===== src/rtl/serial_add_sequencer.sv =====
// serial_add_sequencer: word-level front/back end for a bit-serial adder cell.
//
// Ports:
//   clk_i          rising-edge clock, shared with the adder cell
//   rst_ni         asynchronous active-low reset
//   start_i        add request, sampled only in IDLE
//   op_a_i/op_b_i  WIDTH-bit operands, captured on the accepting edge
//   a_bit_o/b_bit_o  serial operand bits to the cell, LSB first
//   adder_reset_o  active-low carry clear to the cell
//   sum_bit_i      serial sum from the cell
//   c_in_bit_i     carry-out from the cell
//   busy_o         high while bits are being shifted
//   done_o         one-cycle pulse, result_o/carry_o valid
//   result_o       parallel sum
//   carry_o        final carry-out of the word add
module serial_add_sequencer #(
    parameter int WIDTH = 8
) (
    input  logic             clk_i,
    input  logic             rst_ni,
    input  logic             start_i,
    input  logic [WIDTH-1:0] op_a_i,
    input  logic [WIDTH-1:0] op_b_i,
    output logic             a_bit_o,
    output logic             b_bit_o,
    output logic             adder_reset_o,
    input  logic             sum_bit_i,
    input  logic             c_in_bit_i,
    output logic             busy_o,
    output logic             done_o,
    output logic [WIDTH-1:0] result_o,
    output logic             carry_o
);

    localparam int CW = (WIDTH > 1) ? $clog2(WIDTH) : 1;
    localparam logic [CW-1:0] LAST = CW'(WIDTH - 1);

    typedef enum logic [1:0] {
        IDLE  = 2'd0,
        SHIFT = 2'd1,
        DONE  = 2'd2
    } state_e;

    state_e           state_q, state_d;
    logic [WIDTH-1:0] a_sr_q, a_sr_d;
    logic [WIDTH-1:0] b_sr_q, b_sr_d;
    logic [WIDTH-1:0] res_q, res_d;
    logic [CW-1:0]    cnt_q, cnt_d;
    logic             carry_q, carry_d;

    always_ff @(posedge clk_i or negedge rst_ni) begin
        if (!rst_ni) begin
            state_q <= IDLE;
            a_sr_q  <= '0;
            b_sr_q  <= '0;
            res_q   <= '0;
            cnt_q   <= '0;
            carry_q <= 1'b0;
        end else begin
            state_q <= state_d;
            a_sr_q  <= a_sr_d;
            b_sr_q  <= b_sr_d;
            res_q   <= res_d;
            cnt_q   <= cnt_d;
            carry_q <= carry_d;
        end
    end

    always_comb begin
        state_d = state_q;
        a_sr_d  = a_sr_q;
        b_sr_d  = b_sr_q;
        res_d   = res_q;
        cnt_d   = cnt_q;
        carry_d = carry_q;
        case (state_q)
            IDLE: begin
                if (start_i) begin
                    a_sr_d  = op_a_i;
                    b_sr_d  = op_b_i;
                    cnt_d   = '0;
                    state_d = SHIFT;
                end
            end
            SHIFT: begin
                // Sum bits arrive LSB first, so they enter at the MSB
                // and walk down to their final position.
                res_d  = {sum_bit_i, res_q[WIDTH-1:1]};
                a_sr_d = a_sr_q >> 1;
                b_sr_d = b_sr_q >> 1;
                if (cnt_q == LAST) begin
                    carry_d = c_in_bit_i;
                    state_d = DONE;
                end else begin
                    cnt_d = cnt_q + CW'(1);
                end
            end
            DONE: begin
                state_d = IDLE;
            end
            default: begin
                state_d = IDLE;
            end
        endcase
    end

    assign busy_o        = (state_q == SHIFT);
    assign done_o        = (state_q == DONE);
    // Cell carry is held clear except while a word is in flight,
    // so bit 0 always sees carry-in 0.
    assign adder_reset_o = busy_o;
    assign a_bit_o       = busy_o & a_sr_q[0];
    assign b_bit_o       = busy_o & b_sr_q[0];
    assign result_o      = res_q;
    assign carry_o       = carry_q;

endmodule


===== config.mk =====
export PLATFORM = sky130hd
export DESIGN_NAME = serial_add_sequencer
export DESIGN_NICKNAME = d
export VERILOG_FILES = /design/src/rtl/serial_add_sequencer.sv
export SDC_FILE = /design/constraint.sdc
export NUM_CORES = 1
export LEC_CHECK = 0
export ABC_AREA = 1
export CAP_MARGIN = 20
export CORE_MARGIN = 10
export CORE_UTILIZATION = 40
export DETAILED_ROUTE_END_ITERATION = 8
export DONT_BUFFER_PORTS = 1
export PLACE_DENSITY_LB_ADDON = 0.3
export SETUP_SLACK_MARGIN = 0.2
export SLEW_MARGIN = 20
export SYNTH_ARGS = -nofsm -noshare
export SYNTH_HDL_FRONTEND = slang
export SYNTH_SLANG_ARGS = --single-unit

===== constraint.sdc =====
create_clock -name clk_i -period 1.2 [get_ports clk_i]
set_input_delay 0.06 -clock clk_i [delete_from_list [all_inputs] [get_ports clk_i]]
set_output_delay 0.06 -clock clk_i [all_outputs]
set_load 0.05 [all_outputs]

==> out/metrics.csv, run 1 <==
metric,value,unit
status,"finished, violations left",
failing checks,negative setup slack,
FF+latch area,752,um^2
number of cell rows,22,
cell count after synthesis,197,
critical path data required time,1.14,ns
R2R Setup Slk,-0.03,ns
"area leader, netlist",dfrtp_1,
Congestion Overflow GR,0,
clk buf depth,2,
first-pass GRT wire length,6080,um
Fillers,316,
final setup vio count,7,
n_diodes,0,
Final Max Tran Viols,0,
Finished Core Util,62.5,%
worst path arrival time,1.19,ns
layout cells sized above 1,33.9,%
hold path start,op_a_i[5],
Vias/cell,4.70,
vias in the first global route,1302,
Total Wirelength,3850,um
Port Buf Inserts,0,
synth top area cells,"dfrtp_1 (50%), nand2_1 (16%), inv_1 (9.7%)",
RSZ-0062 raised after global routing,true,
Post-synth EDFFs,0,
cell with the most instances after synthesis,nand2_1,
Clock Sinks,30,
H-tree depth,2,
LEAKAGE,1.21,nW
"Async S/R FF share, synth",100,%
top_reg_cell synth,dfrtp_1,
CP max FO,6,
worst clock skew,0.00231,ns
syn_nets,220,
WHS,0.00493,ns
Max Freq,800,MHz
"Distinct cells, synth",16,
element type at the critical path end,output pin,
WHS Path Cells,4,
Synth Area per Inst,7.67,um^2
DR iter-0 viols,88,
power per cell area,3000,mW/mm^2
crit-path cells,"inv_4, nand2_8, buf_12, clkinv_8, buf_8",
First-pass DRT Iterations,4,
area of the mapped netlist,0.00151,mm^2
vias,1336,
CP max stage cell,dfrtp_1,
WL/cell,13.6,um
hpwl dp,2320,um
largest stage delay on the critical path,0.39,ns
MaxCap Viol Count,0,
Core ar.,0.00366,mm^2
total track usage,11.7,%
Non-Filler Instances,284,
worst r2r src,state_q[0],
initial antenna violation count,0,
CTS Root Cell,clkbuf_8,
clk slew on worst S/H paths,0.06,ns
crit path buf inv count,4,
Final min period,1.25,ns
clock tree from TritonCTS,done,
VDD IR-drop max,0.00174,V
Remaining DRCs,0,
Final Net Count,258,
final hold vios,0,
# IOs,35,
reg2reg end,result_o[1],
post-route ant nets,0,
Die Y,81.4,um
fin crit share,104,%
Least-Margin Pin Slew,0.336,ns
Die X,81.4,um
Synth top area share,49.7,%
crit start category,flip-flop,
area delta synth->final,51.6,%
Hold Path Class,input port to flip-flop,
Worst Setup Path Type,flip-flop to output pin,
Hold EP,a_sr_q[5],
TritonCTS buffer count,5,
largest net degree at the start of global routing,31,
"FF+latch count, synth",30,
"Clk Latency, worst-skew pair",0.28,ns
Die Footprint,0.00663,mm^2
dpl cells,255,
worst rel slew slack,77.6,%
sequential area share after synthesis,49.7,%
area of the multi-input gates,699,um^2
Register-to-Register Path Depth,7,
Commonest cells post-synth,"nand2_1 (64), inv_1 (39), dfrtp_1 (30)",
crit-path leading delay family,buffers and inverters,
Starting Density,41.3,%
Placer Congestion,0.739,
synth warn,0,
setup ws final,-0.0502,ns
## worst reg2reg max path, stage by stage, from the launching register on
cell and delay (ns):
dfrtp_2 0.46, nand2_8 0.12, buf_12 0.13, clkinv_8 0.06, buf_12 0.12, buf_12 0.13
nand2_2 0.06, o21ai_2 0.05
## registers in the layout, indices dropped and copies added (netlist names)
signal / cells
result_o: 8
a_sr_q: 8
carry_o: 1
b_sr_q: 8
state_q: 2
cnt_q: 3
## final cells by class
class | instances | share of cell area, %
timing repair buffer | 40 | 21.2
clock buffer | 8 | 4.81
sequential | 30 | 32.8
tap | 48 | 2.62
multi-input combinational | 116 | 30.5
inverter | 42 | 7.98
## repair_timing
item | CTS | global route
hold buffers | 8 | 0
gates resized for setup | 34 | 38
pin swaps | 3 | 9
endpoints found under the hold margin | 36 | 0
gates cloned | 1 | 1
endpoints found under the setup margin | 35 | 35
setup buffers | 10 | 2
## worst max path at each step
stage	startpoint	to	cells past startpoint
final	state_q[1]	busy_o	5
after global routing	state_q[1]	busy_o	5
after CTS	state_q[0]	done_o	2
after detailed placement	cnt_q[0]	cnt_q[0]	6
after global placement	cnt_q[0]	cnt_q[2]	6
after floorplan	state_q[1]	a_bit_o	5
## metrics by stage
stage | worst slack (ns) | setup TNS [ns] | area, um^2 | power [W]
floorplan | 0.0418 | 0 | 1580 | 0.00411
global placement | 0.0917 | 0 | 1720 | 0.00479
detailed placement | 0.0694 | 0 | 1720 | 0.00484
CTS | -0.0452 | -0.176 | 2140 | 0.00650
global route | -0.101 | -0.854 | 2290 | 0.00737
finish | -0.0502 | -0.202 | 2290 | 0.00688
## report_power, final
part	switching (W)	leakage (nW)	internal, W
Sequential	0.000300	0.368	0.00149
Combinational	0.00235	0.788	0.00178
Clock	0.000380	0.0575	0.000579
## routing by layer
metal	wire length [um]	track usage, %	vias up	share of wire, %
met1	1620	14.0	630	42
met3	272	5.02	8	7.1
met5	0	0	-	0
li1	-	-	666	-
met2	1900	18.0	32	49
met4	57	5.19	0	1.5
## logic make-up (layout without fill, tap and decap cells)
logic type	Yosys count	count (layout)	synth area share (%)
fa+ha+maj	2	2	1.66
buf+inv	51	90	15.7
simple gates	103	103	29.3
compound gates	11	11	3.65
flops	30	30	49.7
## cells in the final DEF (no fill, tap or decap), drive strengths merged, types with 2 or more instances in the layout
| cell type | count |
|---|---|
| clkbuf | 9 |
| nand3 | 29 |
| buf | 32 |
| ha | 2 |
| dlygate4sd3 | 7 |
| nand2 | 67 |
| dfrtp | 30 |
| o21ai | 11 |
| inv | 41 |
| nor2 | 6 |
Note: power is estimated with default switching activity, not from simulation.
==> run 2: changes to the inputs <==
==> constraint.sdc (replaced) <==
create_clock -name clk_i -period 1.5 [get_ports clk_i]
set_input_delay 0.075 -clock clk_i [delete_from_list [all_inputs] [get_ports clk_i]]
set_output_delay 0.075 -clock clk_i [all_outputs]
set_load 0.05 [all_outputs]
==> run 2 against run 1 <==
The run now ends clean. Sequential power is 8% lower. Die area is the same. Global-route usage fell by 0.93 points. Clock skew grew 0.0046 ns. Clock power shrank 18%. Via count down 9.1%. Worst hold slack gained 0.013 ns. Setup slack improved by 0.28 ns. Non-clock buffer count decreased by 15. Power is 33% lower. Highest routed layer unchanged.
==> out/metrics.csv, run 2 (synthesis gave the netlist of run 1 again) <==
metric,value,unit
Max Freq,786,MHz
reg2reg end,b_sr_q[3],
Finished Core Util,51.9,%
LEAKAGE,1.05,nW
Hold Path Class,input port to flip-flop,
Congestion Overflow GR,0,
VDD IR-drop max,0.00117,V
number of cell rows,22,
Worst Setup Path Type,flip-flop to output pin,
layout cells sized above 1,17.6,%
vias in the first global route,1273,
worst r2r src,state_q[1],
clk buf depth,2,
initial antenna violation count,0,
worst clock skew,0.00687,ns
CTS Root Cell,clkbuf_8,
Remaining DRCs,0,
Total Wirelength,3240,um
Placer Congestion,0.770,
power per cell area,2420,mW/mm^2
largest net degree at the start of global routing,31,
"most common cell after layout, fill and taps aside",nand2_1,
Die Footprint,0.00663,mm^2
Die X,81.4,um
R2R Setup Slk,0.29,ns
status,"complete, no violations",
Final min period,1.27,ns
CP max FO,22,
"Clk Latency, worst-skew pair",0.28,ns
crit start category,flip-flop,
Least-Margin Pin Slew,0.510,ns
H-tree depth,2,
Final Max Tran Viols,0,
most frequent cells in the layout,"nand2_1 (64), inv_1 (39), dfrtp_1 (29), nand3_1 (28), buf_4 (12)",
WHS Path Cells,4,
worst path arrival time,1.20,ns
Die Y,81.4,um
Clock Sinks,30,
FF+latch area,752,um^2
Starting Density,41.3,%
Final Net Count,243,
final hold vios,0,
clk slew on worst S/H paths,0.07,ns
MaxCap Viol Count,0,
worst rel slew slack,66.0,%
total track usage,10.8,%
Setup crit start,state_q[1],
Register-to-Register Path Depth,7,
WL/cell,12.1,um
critical path data required time,1.42,ns
post-route ant nets,0,
CP max stage cell,dfrtp_1,
# IOs,35,
vias,1214,
largest stage delay on the critical path,0.39,ns
clock tree from TritonCTS,done,
DR iter-0 viols,100,
hpwl dp,2280,um
fin crit share,84.8,%
Core ar.,0.00366,mm^2
n_diodes,0,
RSZ-0062 raised after global routing,true,
crit-path cells,"inv_4, nand2_8, inv_6, buf_6",
area delta synth->final,25.9,%
setup TNS,0,ns
Fillers,355,
element type at the critical path end,output pin,
final setup vio count,0,
area of the multi-input gates,559,um^2
first-pass GRT wire length,5630,um
Port Buf Inserts,0,
Vias/cell,4.51,
hold path start,op_a_i[5],
TritonCTS buffer count,5,
Hold EP,a_sr_q[5],
First-pass DRT Iterations,4,
[run 2: metal layers]
layer	global-route usage, %	up-vias	routed length (um)
met5	0	-	0
met1	12.3	544	1400
met3	6.22	3	342
li1	-	637	-
met2	17.1	30	1480
met4	2.94	0	27
[run 2: area by class of cell]
type,count,area share [%]
inverters,42,8.82
multi-input cells,116,29.4
clock inverters,1,1.58
well taps,48,3.16
repair buffers,25,13.5
clock buffers,7,4.01
flip-flops and latches,30,39.5
[run 2: worst max-delay path by stage]
| stage | depth (start not counted) | to | slack, ns |
|---|---|---|---|
| after global routing | 4 | busy_o | 0.16 |
| after CTS | 4 | adder_reset_o | 0.18 |
| final | 4 | busy_o | 0.23 |
| after floorplan | 5 | a_bit_o | 0.18 |
| after detailed placement | 6 | a_sr_q[4] | 0.20 |
| after global placement | 6 | cnt_q[0] | 0.24 |
[run 2: stage by stage]
stage                     total power, W  instances  setup slack (ns)  area, um^2  hold slack (ns)
after detailed placement         0.00364        249             0.203        1620           -0.219
final                            0.00461        269             0.228        1900           0.0182
after global placement           0.00361        249             0.241        1620           -0.220
after global routing             0.00502        269             0.158        1900           0.0434
after floorplan                  0.00316        197             0.176        1520           -0.221
after CTS                        0.00452        265             0.176        1830           0.0164
[run 2: worst max-delay path: cells and delay by family (launching register included)]
family                 cells  cell delay [ns]
AND/OR/NAND/NOR            1             0.13
flip-flops                 1             0.39
buffers and inverters      3             0.38
[run 2: what timing repair did]
action                     4_1_cts  5_1_grt
setup endpoints to repair        6       22
gates cloned                     0        0
resized for setup                4       12
pin swaps                        0        0
hold buffers                     6        0
hold endpoints to repair        34        0
setup buffers                    2        4
[run 2: power breakdown]
| part | internal (W) | switching (W) | leakage, nW |
|---|---|---|---|
| logic | 0.000853 | 0.00133 | 0.625 |
| clock network | 0.000496 | 0.000295 | 0.0524 |
| registers | 0.00119 | 0.000449 | 0.368 |
| total | 0.00254 | 0.00207 | 1.05 |
==> run 3: changes to the inputs <==
--- a/config.mk
+++ b/config.mk
@@ -5,7 +5,7 @@
 export SDC_FILE = /design/constraint.sdc
 export NUM_CORES = 1
 export LEC_CHECK = 0
-export ABC_AREA = 1
+export ABC_AREA = 0
 export CAP_MARGIN = 20
 export CORE_MARGIN = 10
 export CORE_UTILIZATION = 40
==> constraint.sdc (replaced) <==
create_clock -name clk_i -period 1.1 [get_ports clk_i]
set_input_delay 0.055 -clock clk_i [delete_from_list [all_inputs] [get_ports clk_i]]
set_output_delay 0.055 -clock clk_i [all_outputs]
set_load 0.05 [all_outputs]
==> run 3 against run 2 <==
The run now ends with negative setup slack left. Die area decreased by 8.1%. Clock-buffer cell count fell by 1. Worst hold slack gained 0.010 ns. Combinational power increased by 94%. Sequential power increased by 24%. Global-route usage is 3.2 points higher. Power up 62%. Register-to-register slack worse by 0.49 ns. Via count is 12% higher. Non-clock buffer count is 37 higher. Sequential cell count did not move. Critical path type unchanged. Highest routed layer unchanged.
==> out/metrics.csv, run 3 <==
metric,value,unit
area delta synth->final,73.6,%
Placer Congestion,0.759,
Worst Setup Path Type,flip-flop to output pin,
Final Max Tran Viols,0,
Final Net Count,223,
clk slew on worst S/H paths,0.10,ns
gr busiest metal,met2,
status,"finished, violations left",
"most common cell after layout, fill and taps aside",dfrtp_1,
worst path arrival time,1.27,ns
synth warn,0,
final hold vios,0,
worst rel slew slack,45.9,%
Vias/cell,5.51,
Die X,78.1,um
Finished Core Util,70.8,%
initial antenna violation count,0,
CP max FO,4,
sequential area share after synthesis,55.6,%
Commonest cells post-synth,"dfrtp_1 (30), o22ai_1 (28), nand2_1 (27)",
area of the mapped netlist,0.00135,mm^2
layout cells sized above 1,47.3,%
post-route ant nets,0,
MaxCap Viol Count,0,
Synth Area per Inst,9.64,um^2
R2R Setup Slk,-0.20,ns
failing checks,negative setup slack,
largest net degree at the start of global routing,31,
fin crit share,120,%
Total Wirelength,4290,um
clk buf depth,2,
cell count after synthesis,140,
Hold Path Class,input port to flip-flop,
Final min period,1.32,ns
crit path buf inv count,2,
Remaining DRCs,0,
hpwl dp,2400,um
Hold EP,b_sr_q[3],
Max Freq,757,MHz
Fillers,238,
setup TNS,-3.13,ns
First-pass DRT Iterations,4,
total track usage,14.0,%
number of cell rows,21,
"Distinct cells, synth",19,
H-tree depth,2,
DR iter-0 viols,71,
power per cell area,3180,mW/mm^2
largest stage delay on the critical path,0.39,ns
Post-synth EDFFs,0,
WL/cell,17.4,um
syn_nets,163,
met1 Use GR,14.6,%
crit-path leading delay family,flip-flops,
Port Buf Inserts,0,
Die Footprint,0.00610,mm^2
"FF+latch count, synth",30,
CP max stage cell,dfrtp_1,
WHS Path Cells,3,
vias,1361,
Synth top area share,55.6,%
cell with the most instances after synthesis,dfrtp_1,
RSZ-0062 raised after global routing,true,
Starting Density,40.8,%
critical path depth in cells,4,
synth top area cells,"dfrtp_1 (56%), o22ai_1 (13%), nand2_1 (7.5%)",
M3 GR Usage,4.21,%
vias in the first global route,1432,
crit-path cells,"nand2b_4, inv_4, buf_12, and2_4",
setup ws final,-0.220,ns
# IOs,35,
top_reg_cell synth,dfrtp_1,
clock tree from TritonCTS,done,
"area leader, netlist",dfrtp_1,
TritonCTS buffer count,5,
worst r2r src,cnt_q[0],
LEAKAGE,1.03,nW
"Clk Latency, worst-skew pair",0.33,ns
hold path start,start_i,
reg2reg end,carry_o,
element type at the critical path end,output pin,
final setup vio count,30,
Die Y,78.1,um
Clock Sinks,30,
crit start category,flip-flop,
first-pass GRT wire length,6940,um
VDD IR-drop max,0.00146,V
worst clock skew,0.00660,ns
critical path data required time,1.04,ns
CTS Root Cell,clkbuf_4,
n_diodes,0,
Register-to-Register Path Depth,4,
"Async S/R FF share, synth",100,%
most frequent cells in the layout,"dfrtp_1 (29), dlygate4sd3_1 (20), buf_4 (20), nand2_1 (19), o22ai_1 (15)",
GR Util met2,26.1,%
Core ar.,0.00331,mm^2
Congestion Overflow GR,0,
Least-Margin Pin Slew,0.811,ns
run 3: cell count changes in the layout (fill, tap and decap cells not counted), moves of 9 or more:
cell | previous run | this run
o22ai_2 | 0 | 13
nand3_1 | 28 | 0
a21oi_1 | 0 | 14
inv_1 | 39 | 0
nand2_1 | 64 | 19
buf_6 | 5 | 14
o22ai_1 | 0 | 15
dlygate4sd3_1 | 5 | 20
run 3: metal layers:
metal / part of all wire [%] / vias up / wire length (um)
met3: 6.1 / 8 / 263
met5: 0 / - / 0
met4: 1.0 / 0 / 45
li1: - / 628 / -
met2: 55 / 51 / 2350
met1: 38 / 674 / 1630
run 3: layout make-up:
cell class	count	area (um^2)	share of cell area, %
Timing Repair Buffer	62	661	28.2
Tap cell	46	57.6	2.46
Sequential cell	30	752	32.1
Clock inverter	2	60.1	2.56
Clock buffer	6	51.3	2.19
Inverter	3	18.8	0.801
Multi-Input combinational cell	98	743	31.7
run 3: worst max path at each step:
stage,from,end
floorplan,cnt_q[0],carry_o
global placement,cnt_q[1],carry_o
detailed placement,cnt_q[1],cnt_q[2]
CTS,state_q[1],b_bit_o
global route,state_q[1],b_bit_o
finish,state_q[1],b_bit_o
run 3: repair_timing:
| action | CTS | global route |
|---|---|---|
| endpoints found under the hold margin | 52 | 1 |
| resized for setup | 35 | 21 |
| pin swaps | 4 | 8 |
| setup buffers | 14 | 5 |
| hold buffers | 21 | 1 |
| cloned | 1 | 0 |
| endpoints found under the setup margin | 44 | 44 |
run 3: report_power, final:
group / leakage (nW) / internal [W] / switching, W / total (W)
Clock: 0.0585 / 0.000770 / 0.000408 / 0.00118
Combinational: 0.609 / 0.00197 / 0.00225 / 0.00422
Sequential: 0.359 / 0.00160 / 0.000444 / 0.00204
Total: 1.03 / 0.00434 / 0.00310 / 0.00744
run 3: cell families after synthesis:
family	synth area share [%]
multiplexers	1.11
AND/OR/NAND/NOR	12.5
flip-flops	55.6
AO/OA/AOI/OAI	23.7
buffers and inverters	5.19
adder cells (fa/ha/maj)	1.85
run 3: metrics by stage:
stage	setup WS, ns	hold slack (ns)	std cells	total power [W]	instance area, um^2
2_1_floorplan	-0.172	-0.241	140	0.00426	1450
3_3_place_gp	-0.158	-0.239	197	0.00483	1610
3_5_place_dp	-0.203	-0.239	197	0.00497	1610
4_1_cts	-0.227	0.00127	241	0.00701	2210
5_1_grt	-0.259	0.0302	247	0.00785	2340
6_report	-0.220	0.0285	247	0.00744	2340
run 3: tightest hold or removal path: stages:
cell	delay, ns
nand2b_4	0.08
o22ai_2	0.12
a21oi_1	0.07
